<file path="config.mk">
export PLATFORM = sky130hd
export DESIGN_NAME = regfile_write_arbiter
export DESIGN_NICKNAME = d
export VERILOG_FILES = /design/src/rtl/regfile_write_arbiter.sv
export SDC_FILE = /design/constraint.sdc
export NUM_CORES = 1
export LEC_CHECK = 0
export CORE_MARGIN = 2
export CORE_UTILIZATION = 49
export CTS_CLUSTER_SIZE = 20
export DETAILED_ROUTE_END_ITERATION = 10
export PLACE_DENSITY = 0.87
export SYNTH_ARGS = -nofsm -noshare
export SYNTH_HDL_FRONTEND = slang
export SYNTH_SLANG_ARGS = --single-unit
export TNS_END_PERCENT = 5
</file>
<file path="constraint.sdc">
create_clock -name clk -period 5.1 [get_ports clk]
set_input_delay 1.02 -clock clk [delete_from_list [all_inputs] [get_ports clk]]
set_output_delay 1.02 -clock clk [all_outputs]
set_load 0.1 [all_outputs]
</file>
<file path="src/rtl/regfile_write_arbiter.sv">
// Two-requester (ALU / LSU) arbiter for the single register-file write port with a
// registered write stage and a pending-write scoreboard. ROUND_ROBIN_EN selects RR arbitration.
module regfile_write_arbiter #(
  parameter int NREG = 32,
  parameter int DW   = 32,
  parameter int AW   = 5
) (
  input  logic          clk,
  input  logic          reset,
  input  logic          alu_valid,
  output logic          alu_ready,
  input  logic [AW-1:0] alu_rd,
  input  logic [DW-1:0] alu_data,
  input  logic          lsu_valid,
  output logic          lsu_ready,
  input  logic [AW-1:0] lsu_rd,
  input  logic [DW-1:0] lsu_data,
  input  logic          mark_valid,
  input  logic [AW-1:0] mark_rd,
  input  logic          flush,
  input  logic [AW-1:0] query_rs1,
  input  logic [AW-1:0] query_rs2,
  output logic          busy1,
  output logic          busy2,
  output logic          register_write_valid,
  output logic [AW-1:0] write_reg,
  output logic [DW-1:0] reg_write_data
);

  logic            w_grantAlu;
  logic            w_grantLsu;
  logic            w_accept;
  logic [AW-1:0]   w_selRd;
  logic [DW-1:0]   w_selData;

  logic            r_wrValid;
  logic [AW-1:0]   r_wrReg;
  logic [DW-1:0]   r_wrData;
  logic [NREG-1:0] r_scoreboard;

`ifdef ROUND_ROBIN_EN
  logic r_rrPtr;

  // Pointer names the port that wins a tie; it only moves when both ports contend.
  always_comb begin
    w_grantAlu = 1'b0;
    w_grantLsu = 1'b0;
    if (!reset && !flush) begin
      if (alu_valid && lsu_valid) begin
        w_grantAlu = ~r_rrPtr;
        w_grantLsu = r_rrPtr;
      end else begin
        w_grantAlu = alu_valid;
        w_grantLsu = lsu_valid;
      end
    end
  end

  always_ff @(posedge clk or posedge reset) begin
    if (reset) begin
      r_rrPtr <= 1'b0;
    end else if (!flush && alu_valid && lsu_valid) begin
      r_rrPtr <= ~r_rrPtr;
    end
  end
`else
  always_comb begin
    w_grantAlu = 1'b0;
    w_grantLsu = 1'b0;
    if (!reset && !flush) begin
      w_grantLsu = lsu_valid;
      w_grantAlu = alu_valid && !lsu_valid;
    end
  end
`endif

  assign alu_ready = w_grantAlu;
  assign lsu_ready = w_grantLsu;
  assign w_accept  = w_grantAlu | w_grantLsu;
  assign w_selRd   = w_grantLsu ? lsu_rd   : alu_rd;
  assign w_selData = w_grantLsu ? lsu_data : alu_data;

  // Writes to x0 still load index and data but never raise the write enable.
  always_ff @(posedge clk or posedge reset) begin
    if (reset) begin
      r_wrValid <= 1'b0;
      r_wrReg   <= '0;
      r_wrData  <= '0;
    end else begin
      r_wrValid <= 1'b0;
      if (w_accept) begin
        r_wrValid <= (w_selRd != '0);
        r_wrReg   <= w_selRd;
        r_wrData  <= w_selData;
      end
    end
  end

  // A new mark beats the commit-clear of the same register; bit 0 is never set.
  always_ff @(posedge clk or posedge reset) begin
    if (reset) begin
      r_scoreboard <= '0;
    end else if (flush) begin
      r_scoreboard <= '0;
    end else begin
      for (int i = 1; i < NREG; i++) begin
        if (mark_valid && (mark_rd == AW'(i))) begin
          r_scoreboard[i] <= 1'b1;
        end else if (r_wrValid && (r_wrReg == AW'(i))) begin
          r_scoreboard[i] <= 1'b0;
        end
      end
    end
  end

  assign busy1 = (query_rs1 != '0) && r_scoreboard[query_rs1];
  assign busy2 = (query_rs2 != '0) && r_scoreboard[query_rs2];

  assign register_write_valid = r_wrValid;
  assign write_reg            = r_wrReg;
  assign reg_write_data       = r_wrData;

endmodule
</file>
==> results by group <==
Outcome
  • Status: finished clean

Power
  • Pwr Density: 331.7 nW/um^2
  • Maximum vdd drop: 278.2 uV
  • Pleak: 2.076 nW
  • Overall power: 1.781 mW

Setup path
  • Critical Path RT: 4.08 ns
  • Critical path fanouts, max: 10
  • CP endpoint kind: output pin
  • Startpoint Class: input pin
  • Buf/Inv on CP: 2
  • Slowest cell on crit path: clkdlybuf4s50_1
  • Arr. time, crit path: 3.29 ns
  • Worst-path cell chain: clkdlybuf4s50_1 > mux4_1 > mux2_2 > a311o_1 > buf_4
  • CP peak stage delay: 0.77 ns
  • Worst Setup Path Type: in -> out
  • Reg-to-reg setup timing slack: 3.68 ns
  • CP top delay family: buffers and inverters

STA
  • F_max: 231.9 MHz
  • Final Hold Vio Count: 0
  • Min Tclk post-route: 4.312 ns
  • Final setup TNS: 0 ns
  • Endpoints failing setup: 0
  • Unrepaired setup endpoints after global routing: false
  • Slew headroom: 0.3181
  • Pins Over Slew Limit: 0
  • Period utilization: 0.8454
  • Worst-margin pin slew: 1.020 ns
  • Setup Skew: 0.004054 ns

Placed design
  • DP HPWL: 8.327 mm
  • Buffers on Ports: 136
  • GPL Wtd Cong: 0.9587

Global routing
  • Antenna violations before repair: 0
  • Largest net degree at the start of global routing: 77
  • First-pass GRT wire length: 17.75 mm
  • Vias in the first global route: 3522
  • All-Layer GR Usage: 0.2662
  • GRT Residual Overflow: 0

Synth
  • Synth Warn #: 0
  • Sequential area share after synthesis: 0.4541
  • Post-Syn Area per Cell: 9.775 sq um
  • Synth Register Bits: 69
  • Count of distinct cell types in the synthesized netlist: 34
  • EDFF count, synth: 0
  • Synth Instances: 389
  • Fraction of registers with async set/reset: 1.000
  • Post-synth top area share: 0.4541
  • Ranking of synthesized cells by area: dfrtp_1 (45%), mux2i_1 (10%), o21ai_0 (9.5%)
  • Post-synth top flop: dfrtp_1
  • Synthesized Nets: 484
  • Synth Cell Area: 3802 sq um
  • Dominant cell type by area after synthesis: dfrtp_1

Layout
  • Fillcell total: 563
  • Commonest non-fill, non-tap cell in the layout: clkdlybuf4s50_1
  • Most frequent cells in the layout: clkdlybuf4s50_1 (132), o21ai_0 (72), dfrtp_1 (69), nand2_1 (67), mux2i_1 (39)
  • Layout cells sized above 1: 0.07171
  • Syn-to-layout area delta: 41.23%
  • Fin nets: 607
  • Number of flip-flops in the largest register: 32
  • Ant diodes: 0

Routing
  • TritonRoute pass-1 iters: 4
  • Drt total wl: 10.95 mm
  • DRC viols: 0
  • Drt wl/cell: 17.72 microns
  • Vias post-DR: 3493
  • ANT nets after route: 0
  • Initial DRC Count: 214
  • Via/cell ratio: 5.652

Flow run
  • Max cap viols: 0

Die
  • Ports: 137
  • Core area: 7607 sq um
  • Vert. Die Dim: 92.09 microns
  • FP Rows: 32
  • Starting Density: 0.4998
  • Die width: 92.09 microns
  • Die footprint: 8481 sq um

CTS
  • CTS buffer count: 9
  • Post-CTS Setup Repair Bufs: 0
  • Clock slew at reported path FFs: 0.07 ns
  • Deepest clock path buffer count: 2
  • CTS root buf: clkbuf_8
  • H-tree levels: 3
  • Skew-Pair Late Insertion Delay: 0.33 ns
  • Post-CTS sizing: 0
  • CTS tree: done
  • CTS Sinks: 69
  • Hold Buf Count CTS: 0

Worst hold path
  • HP Class: reg -> reg
-- routing by layer --
metal  up-vias  share of wire  wire, microns  GRT usage
met2       160           0.50           5421     0.4393
li1       1646              -              -          -
met3        13           0.10           1105    0.08381
met1      1674           0.39           4266     0.3342
met5         -              0              0          0
met4         0          0.014            158    0.08706
-- through the flow --
stage | cells | setup WS, ns | cell area (sq um) | hold slack [ns] | util
5_1_grt | 618 | 0.7427 | 5370 | 0.6078 | 0.7059
6_report | 618 | 0.7883 | 5370 | 0.5687 | 0.7059
3_3_place_gp | 603 | 0.8897 | 5211 | 0.5454 | 0.6850
4_1_cts | 618 | 0.7924 | 5370 | 0.5692 | 0.7059
3_5_place_dp | 603 | 0.7982 | 5211 | 0.5592 | 0.6850
2_1_floorplan | 389 | 0.8477 | 3802 | 0.5241 | -
-- Yosys cell counts (3+ instances only) --
cell	n
inv_1	3
nand3_1	10
a21oi_1	33
mux4_2	8
nand2_1	67
dfrtp_1	69
clkbuf_1	18
nor2_1	6
mux2_2	3
nor2b_1	7
nand2b_1	10
buf_2	6
mux4_1	6
nor3b_1	6
o21ai_0	72
mux2i_1	39
-- worst min-delay path, stage by stage (launching register included) --
cell	delay (ns)
dfrtp_1	0.39
o21ai_0	0.08
a21oi_1	0.06
-- power breakdown --
part / leakage [nW] / internal (mW) / switching (mW)
registers: 0.896 / 0.603 / 0.0468
clock network: 0.0833 / 0.186 / 0.193
logic: 1.10 / 0.211 / 0.541
total: 2.08 / 1.00 / 0.781
-- cell families (layout without fill, tap and decap cells) --
group,after synthesis,in the layout,synth area share
AOI/OAI and AO/OA,111,111,0.1514
DFF,69,69,0.4541
buffers and inverters,31,158,0.03850
muxes,56,56,0.2004
and+or+nand+nor,122,122,0.1556
-- area by class of cell --
cell class                 count  area, sq um  share of cell area
sequential                    69         1727              0.3215
tap                          102        127.6             0.02377
clock inverter                 2        10.01            0.001864
timing repair buffer         140         1406              0.2619
multi-input combinational    289         1939              0.3611
clock buffer                  13        148.9             0.02773
inverter                       3        11.26            0.002097
-- worst paths after layout --
kind,start,endpoint,cells after the start
hold / removal,r_scoreboard[27],r_scoreboard[27],2
setup reg to reg,write_reg[0],r_scoreboard[4],4
hold reg to reg,r_scoreboard[27],r_scoreboard[27],2
max in group asynchronous,reset,r_scoreboard[19],3
min in group asynchronous,reset,reg_write_data[19],2
setup / recovery,query_rs2[0],busy2,5
No activity file was read; power rests on OpenSTA's default activity.
